<file path="config.mk">
export PLATFORM = sky130hd
export DESIGN_NAME = card_entry_ctrl
export DESIGN_NICKNAME = d
export VERILOG_FILES = /design/src/rtl/card_entry_ctrl.sv
export SDC_FILE = /design/constraint.sdc
export NUM_CORES = 1
export LEC_CHECK = 0
export ABC_AREA = 1
export CAP_MARGIN = 20
export CORE_MARGIN = 2
export CORE_UTILIZATION = 49
export DETAILED_ROUTE_END_ITERATION = 10
export GPL_TIMING_DRIVEN = 0
export PLACE_DENSITY = 0.72
export SLEW_MARGIN = 20
export SYNTH_ARGS = -nofsm -noshare
export SYNTH_HDL_FRONTEND = slang
export SYNTH_SLANG_ARGS = --single-unit
</file>
<file path="constraint.sdc">
create_clock -name clk -period 2.5 [get_ports clk]
set_clock_uncertainty 0.15 [all_clocks]
set_input_delay 0.25 -clock clk [delete_from_list [all_inputs] [get_ports clk]]
set_output_delay 0.25 -clock clk [all_outputs]
set_load 0.005 [all_outputs]
</file>
<file path="src/rtl/card_entry_ctrl.sv">
// Keypad credential-entry sequencer: collects a 4-digit account and 1-digit PIN, runs the
// 2-cycle auth check, tracks the session and lockout. Define ENTRY_TIMEOUT_EN for the idle timeout.
module card_entry_ctrl #(
    parameter int MAX_TRIES      = 3,
    parameter int LOCK_CYCLES    = 5000,
    parameter int TIMEOUT_CYCLES = 1000
) (
    input  logic        clk,
    input  logic        rst_n,
    input  logic        key_valid,
    input  logic [3:0]  key_code,
    input  logic        auth_ok,
    output logic [11:0] acc_number,
    output logic [3:0]  pin,
    output logic        cred_valid,
    output logic        session,
    output logic        atm_exit,
    output logic        entry_err,
    output logic        auth_fail,
    output logic        locked,
    output logic [2:0]  digit_cnt,
    output logic [2:0]  fsm_state
);
    typedef enum logic [2:0] {ST_ACC, ST_PIN, ST_CHECK, ST_SESSION, ST_LOCKED} state_t;

    localparam logic [3:0] KEY_CLEAR  = 4'hA;
    localparam logic [3:0] KEY_ENTER  = 4'hB;
    localparam logic [3:0] KEY_CANCEL = 4'hC;
    localparam int LOCK_W = $clog2(LOCK_CYCLES + 1);
    localparam logic [LOCK_W-1:0] LOCK_LAST = LOCK_W'(LOCK_CYCLES - 1);
    localparam logic [2:0] TRIES = 3'(MAX_TRIES);

    state_t            state, state_nxt;
    logic [13:0]       acc_acc, acc_acc_nxt;
    logic [3:0]        pin_acc, pin_acc_nxt;
    logic [2:0]        digit_cnt_nxt;
    logic [2:0]        fail_cnt, fail_cnt_nxt;
    logic [11:0]       acc_number_nxt;
    logic [3:0]        pin_nxt;
    logic              check_second, check_second_nxt;
    logic [LOCK_W-1:0] lock_cnt, lock_cnt_nxt;
    logic              atm_exit_nxt, entry_err_nxt, auth_fail_nxt;
    logic              is_digit;
    logic              expire;

    assign is_digit   = (key_code <= 4'd9);
    assign cred_valid = (state == ST_CHECK) || (state == ST_SESSION);
    assign session    = (state == ST_SESSION);
    assign locked     = (state == ST_LOCKED);
    assign fsm_state  = state;

`ifdef ENTRY_TIMEOUT_EN
    localparam int IDLE_W = $clog2(TIMEOUT_CYCLES + 1);
    localparam logic [IDLE_W-1:0] IDLE_LAST = IDLE_W'(TIMEOUT_CYCLES - 1);
    logic [IDLE_W-1:0] idle_cnt;
    logic              idle_run;

    // Counter holds its value through CHECK and LOCKED; an empty ACC keeps it at zero.
    assign idle_run = (state == ST_PIN) || (state == ST_SESSION) ||
                      ((state == ST_ACC) && (digit_cnt != 3'd0));
    assign expire   = idle_run && !key_valid && (idle_cnt == IDLE_LAST);

    always_ff @(posedge clk or negedge rst_n) begin
        if (!rst_n)
            idle_cnt <= '0;
        else if ((idle_run && key_valid) || expire || ((state == ST_ACC) && (digit_cnt == 3'd0)))
            idle_cnt <= '0;
        else if (idle_run)
            idle_cnt <= idle_cnt + IDLE_W'(1);
    end
`else
    assign expire = 1'b0;
`endif

    always_ff @(posedge clk or negedge rst_n) begin
        if (!rst_n) begin
            state        <= ST_ACC;
            acc_acc      <= '0;
            pin_acc      <= '0;
            digit_cnt    <= '0;
            fail_cnt     <= '0;
            acc_number   <= '0;
            pin          <= '0;
            check_second <= 1'b0;
            lock_cnt     <= '0;
            atm_exit     <= 1'b0;
            entry_err    <= 1'b0;
            auth_fail    <= 1'b0;
        end else begin
            state        <= state_nxt;
            acc_acc      <= acc_acc_nxt;
            pin_acc      <= pin_acc_nxt;
            digit_cnt    <= digit_cnt_nxt;
            fail_cnt     <= fail_cnt_nxt;
            acc_number   <= acc_number_nxt;
            pin          <= pin_nxt;
            check_second <= check_second_nxt;
            lock_cnt     <= lock_cnt_nxt;
            atm_exit     <= atm_exit_nxt;
            entry_err    <= entry_err_nxt;
            auth_fail    <= auth_fail_nxt;
        end
    end

    always_comb begin
        state_nxt        = state;
        acc_acc_nxt      = acc_acc;
        pin_acc_nxt      = pin_acc;
        digit_cnt_nxt    = digit_cnt;
        fail_cnt_nxt     = fail_cnt;
        acc_number_nxt   = acc_number;
        pin_nxt          = pin;
        check_second_nxt = 1'b0;
        lock_cnt_nxt     = lock_cnt;
        atm_exit_nxt     = 1'b0;
        entry_err_nxt    = 1'b0;
        auth_fail_nxt    = 1'b0;

        case (state)
            ST_ACC: begin
                if (key_valid) begin
                    if (is_digit) begin
                        if (digit_cnt < 3'd4) begin
                            acc_acc_nxt   = acc_acc * 14'd10 + {10'd0, key_code};
                            digit_cnt_nxt = digit_cnt + 3'd1;
                        end
                    end else if (key_code == KEY_ENTER) begin
                        // Only a full 4-digit number that fits the 12-bit account word is accepted.
                        if ((digit_cnt == 3'd4) && (acc_acc <= 14'd4095)) begin
                            state_nxt     = ST_PIN;
                            digit_cnt_nxt = 3'd0;
                        end else begin
                            entry_err_nxt = 1'b1;
                            acc_acc_nxt   = '0;
                            digit_cnt_nxt = 3'd0;
                        end
                    end else if ((key_code == KEY_CLEAR) || (key_code == KEY_CANCEL)) begin
                        acc_acc_nxt   = '0;
                        digit_cnt_nxt = 3'd0;
                    end
                end
            end
            ST_PIN: begin
                if (key_valid) begin
                    if (is_digit) begin
                        if (digit_cnt == 3'd0) begin
                            pin_acc_nxt   = key_code;
                            digit_cnt_nxt = 3'd1;
                        end
                    end else if (key_code == KEY_ENTER) begin
                        if (digit_cnt == 3'd1) begin
                            state_nxt      = ST_CHECK;
                            acc_number_nxt = acc_acc[11:0];
                            pin_nxt        = pin_acc;
                            acc_acc_nxt    = '0;
                            pin_acc_nxt    = '0;
                        end else begin
                            entry_err_nxt = 1'b1;
                        end
                    end else if (key_code == KEY_CLEAR) begin
                        pin_acc_nxt   = '0;
                        digit_cnt_nxt = 3'd0;
                    end else if (key_code == KEY_CANCEL) begin
                        state_nxt     = ST_ACC;
                        acc_acc_nxt   = '0;
                        pin_acc_nxt   = '0;
                        digit_cnt_nxt = 3'd0;
                    end
                end
            end
            ST_CHECK: begin
                if (!check_second) begin
                    check_second_nxt = 1'b1;
                end else begin
                    digit_cnt_nxt = 3'd0;
                    if (auth_ok) begin
                        state_nxt    = ST_SESSION;
                        fail_cnt_nxt = 3'd0;
                    end else begin
                        auth_fail_nxt  = 1'b1;
                        fail_cnt_nxt   = fail_cnt + 3'd1;
                        acc_number_nxt = '0;
                        pin_nxt        = '0;
                        if (fail_cnt + 3'd1 == TRIES) begin
                            state_nxt    = ST_LOCKED;
                            lock_cnt_nxt = '0;
                        end else begin
                            state_nxt = ST_ACC;
                        end
                    end
                end
            end
            ST_SESSION: begin
                if (key_valid && (key_code == KEY_CANCEL)) begin
                    state_nxt      = ST_ACC;
                    atm_exit_nxt   = 1'b1;
                    acc_number_nxt = '0;
                    pin_nxt        = '0;
                    digit_cnt_nxt  = 3'd0;
                end
            end
            ST_LOCKED: begin
                if (lock_cnt == LOCK_LAST) begin
                    state_nxt    = ST_ACC;
                    fail_cnt_nxt = 3'd0;
                    lock_cnt_nxt = '0;
                end else begin
                    lock_cnt_nxt = lock_cnt + LOCK_W'(1);
                end
            end
            default: state_nxt = ST_ACC;
        endcase

        // Abandoned entry or session; expiry never coincides with an accepted key.
        if (expire) begin
            state_nxt      = ST_ACC;
            acc_acc_nxt    = '0;
            pin_acc_nxt    = '0;
            digit_cnt_nxt  = 3'd0;
            acc_number_nxt = '0;
            pin_nxt        = '0;
            atm_exit_nxt   = (state == ST_SESSION);
        end
    end
endmodule

</file>
Word level (Yosys, flattened, before mapping)
Index checks and enable logic that the tools add are counted.
Widths: inputs -> output; s select.
{ "totals": {"word_cells": 160, "memories": 0, "ramBits": 0, "latch_bits": 0, "ff_bits": 60, "input_bits": 8, "output_inout_bits": 28, "mem_bits_ro": 0} }
{ "classes": {"order_cmp": 3, "n_bitwise": 0, "multipliers": 1, "div": 0, "muxes": 87, "reduce_logical": 18, "n_eq_ne": 35, "shift": 0, "n_addsub": 4} }
{ "ops": {"columns": ["cell", "n"], "rows": [
  ["$mux 14", 12],
  ["$mux 12", 7],
  ["$mux 3", 28],
  ["$mux 13", 4],
  ["$mux 4", 13],
  ["$pmux 12 s3", 1],
  ["$pmux 14 s2", 1],
  ["$pmux 13 s2", 1],
  ["$ne 2x2->1 const B", 10],
  ["$reduce_and 10->1", 2],
  ["$ne 3x3->1 const B", 6],
  ["$mux 1", 15],
  ["$pmux 3 s5", 1],
  ["$add 14x4->14", 1],
  ["$le 14x12->1 const B", 1],
  ["$mul 14x3->13 const B", 1],
  ["$add 13x1->13 const B", 1],
  ["$eq 13x13->1 const B", 1],
  ["$eq 4x4->1 const B", 3],
  ["$ne 4x4->1 const B", 3],
  ["$pmux 3 s4", 1],
  ["$pmux 4 s3", 1],
  ["$reduce_and 12->1", 1],
  ["$eq 3x2->1 const B", 3],
  ["other kinds (19)", 30]
]} }

Depth between registers and ports, before layout
{ "logic_depth": {"ltp_word": 7, "mapped_depth": 15, "depth_no_buf": 15} }

Worst setup path after synthesis
OpenSTA, ideal clock, no wires.
{ "synth_timing": {"kind": "flip-flop to flip-flop", "from": "reg acc_acc[1]", "to": "reg acc_acc[12]", "path_buffers": 0, "stages_incl_launch_ff": 13, "required_ns": 2.233, "setup_ns": 0.117, "period_less_slack_ns": 2.501, "slack_ns": -0.001, "arrival_time_ns": 2.233, "path_cell_list": "dfrtp_1 > ha_1 > ha_1 > fa_1 > nand2_1 > inv_1 > nand4_1 > nand2_1 > nand3b_1 > nor2_1 > nand3_1 > nand3_1 > nand2_1"} }
{ "synth_between": {"elab_chain_cells": 6, "elab_cells_between_ends": 10, "cone_classes": "add/sub (1); mul (1); order compare (1); eq/ne (1); mux (4); reduce/logical (2)"} }
{ "synth_lines": {"columns": ["item", "line_no", "text"], "rows": [
  ["from (decl)", "34", "logic [13:0] acc_acc, acc_acc_nxt;"],
  ["from (signal assigned)", "91", "acc_acc <= acc_acc_nxt;"],
  ["$mul 14x3->13", "124", "acc_acc_nxt = acc_acc * 14'd10 + {10'd0, key_code};"],
  ["$add 14x4->14", "124", null],
  ["$mux 14", "123", "if (digit_cnt < 3'd4) begin"],
  ["$mux 14", "122", "if (is_digit) begin"],
  ["$mux 14", "121", "if (key_valid) begin"],
  ["$pmux 14 s2", "119", "case (state)"]
]} }
Several ways; a longest one is shown, not always the timed one. The select of a mux whose other input is x is not followed.
A chain may end at the register's enable or synchronous reset.

Final worst setup path
{ "layout_timing": {"from": "reg acc_acc[3]", "to": "reg acc_acc[13]"} }
Same word-level chain as after synthesis.

==> results.ini <==
[run_status]
status = complete, but fails checks
violations = setup timing

[synthesis]
syn_nets = 551
postSynth.asyncResetShare_pct = 100
syn_avg_cell_area_um2 = 7.57
netlist_area_um2 = 3880
ys_seq_area_share_pct = 38.7
synth_warnings = 0
synth_ff_type = dfrtp_1
ys_ff_latch = 60
synth_top_area_share_pct = 38.7
synthDistinctLibCells = 38
synth_edf_count = 0
syn_inst = 513
synth_top_cell_by_area = dfrtp_1
synthTopCellsByArea = dfrtp_1 39%, nand2_1 14%, ha_1 9.0%, inv_1 6.4%, nand3_1 5.5%

[route]
drc = 0
initialDrtViolationCount = 140
avgViaCountPerCell = 5.22
vias = 3547
wl_um = 9330
wl_per_cell_um = 13.7
drt-pass1-iter-count = 4
ant_nets = 0

[clock_tree]
cts_root_buf = clkbuf_8
cts_made_buffers = 9
cts.sinks = 60
h-tree-depth = 3
cts_tree = built
clk_pin_slew_ns = 0.07
clk_latency_ns = 0.35
cts.path.max_buffers = 2

[cells_and_area]
final_common_cell = nand2_1
ff_latch_area_um2 = 1500
syn_to_final_growth_pct = 22.8
multi_input_area_um2 = 2170
drive_gt1_share_pct = 13.0
layout.nets = 613
fillerInstances = 712
layout_common_cells = 145 x nand2_1, 65 x inv_1, 59 x dfrtp_1
fin_area_um2 = 4770
diodes = 0

[sta]
fmax_ghz = 0.385
setup_slack_ns = -0.0949
post-route-min-period_ns = 2.59
grt_setup_unrepaired = true
setup_viol_count_final = 5
final-max-slew-violation-count = 0
final_hold_viol_count = 0
finalCritPeriodShare_pct = 104
max-slew-margin-rel_pct = 66.4
worst_slew_pin_slew_ns = 0.499

[critical_path]
crit_top_cell = nand2_1
crit_buf_inv = 1
crit_family = adder cells
regToRegStartpoint = acc_acc[3]
crit_start = acc_acc[3]
critPathLaunchType = flop
cp_num_cells = 13
worstPathRequired_ns = 2.58
worstPathArrival_ns = 2.68
slowest_stage = fa_2
max_stage_delay_ns = 0.57
cp_max_fo = 4
end_kind = flop
r2r_cells = 13
r2r-end = acc_acc[13]
critical_path_class = flop to flop
rrSetupSlack_ns = -0.09
worstPathCellList = ha_4, ha_4, fa_2, buf_4, nand3_2, nor2_4, nand2_1, nor2_2, nand3_2, nor2_1, nand2_1, nand3_1, nand2_1

[placement]
place_area_um2 = 4390
gp_congestion = 0.925
post-dp-hpwl_um = 7150
place.port_buffers = 35

[global_route]
globalRouteOverflowTotal = 0
grt_usage_pct = 22.5
grt_max_degree = 46
grt_pass1_wl_um = 15400
antenna_found_initial = 0
first_global_vias = 3384

[floorplanning]
core_um2 = 7690
rows = 32
die_y_um = 93.0
io-pin-count = 36
start_util_pct = 50.5
die_x_um = 93.0
fp.dieArea_um2 = 8650

[job]
cap_violations = 0

[power]
vdd_drop_max_mv = 0.270
p_per_area_nw_per_um2 = 411
power.total_uw = 1960
cellLeakagePower_uw = 0.00235

[hold_path]
hold_class = primary input to async pin

[where the power goes]
part	internal, uW	switching, uW
combinational	64.0	67.3
clock	446	372
sequential	994	14.6
total	1500	454
[cells by family (layout without fill, tap and decap cells)]
logic type | count (synthesis) | count (layout) | synth area share (%)
adders and majority gates | 30 | 30 | 10.1
DFF | 60 | 60 | 38.7
buffers and inverters | 76 | 141 | 7.86
and+or+nand+nor | 265 | 265 | 30.2
AOI/OAI and AO/OA | 66 | 66 | 9.57
xor gates and xnor gates | 16 | 16 | 3.61
[per-stage QoR]
stage / cells / hold slack, ns / TNS [ns] / utilization [%] / worst slack (ns)
3_5_place_dp: 651 / -0.0191 / -1.60 / 57.1 / -0.351
6_report: 680 / 0.163 / -0.258 / 62.0 / -0.0949
3_3_place_gp: 650 / 0.321 / -52.34 / 56.8 / -0.857
5_1_grt: 680 / 0.179 / -0.738 / 62.0 / -0.189
2_1_floorplan: 513 / -0.196 / 0 / - / 0.00255
4_1_cts: 675 / 0.158 / -0.139 / 61.0 / -0.0456
[layout make-up]
cell class	count	area share, %
plain buffers	6	0.840
clock buffers	11	2.76
clock inverters	3	0.840
inverters	70	5.56
multi-input cells	377	45.5
flip-flops and latches	60	31.5
well taps	102	2.68
repair buffers	51	10.3
[registers in the layout, summed over array words and instances (netlist names)]
signal,count
digit_cnt,3
lock_cnt,13
check_second,1
fsm_state,3
acc_acc,14
fail_cnt,3
pin,4
acc_number,12
atm_exit,1
auth_fail,1
entry_err,1
pin_acc,4
[metal layers]
metal / up-vias / global-route usage, % / part of all wire, % / routed length (um)
li1: 1796 / - / - / -
met1: 1677 / 30.1 / 47 / 4350
met2: 60 / 36.8 / 48 / 4500
met3: 14 / 4.03 / 3.3 / 308
met4: 0 / 7.97 / 1.7 / 158
met5: - / 0 / 0 / 0
[repair_timing]
action                                  CTS  global route
endpoints found under the hold margin    60             0
gates resized for setup                  11            13
pin swaps                                14            14
hold buffers                              1             0
setup buffers                             9             5
endpoints found under the setup margin    6             6
[worst max-delay path by stage]
stage,endpoint,slack (ns)
floorplan,acc_acc[13],0.003
global placement,digit_cnt[2],-0.86
detailed placement,acc_acc[13],-0.35
global route,acc_acc[12],-0.19
CTS,acc_acc[12],-0.05
finish,acc_acc[13],-0.09
[Yosys cell counts (4+ instances only)]
master / count
nor3_1: 6
nor4_1: 5
a21oi_1: 13
nand3_1: 43
nor3_2: 4
nand4_1: 5
o21ai_0: 35
ha_1: 28
nor2_2: 4
nor2_1: 38
xnor2_1: 10
o22ai_1: 5
xor2_1: 6
inv_1: 66
dfrtp_1: 60
nand2_1: 149
o31ai_1: 7
Note: power is estimated with default switching activity, not from simulation.
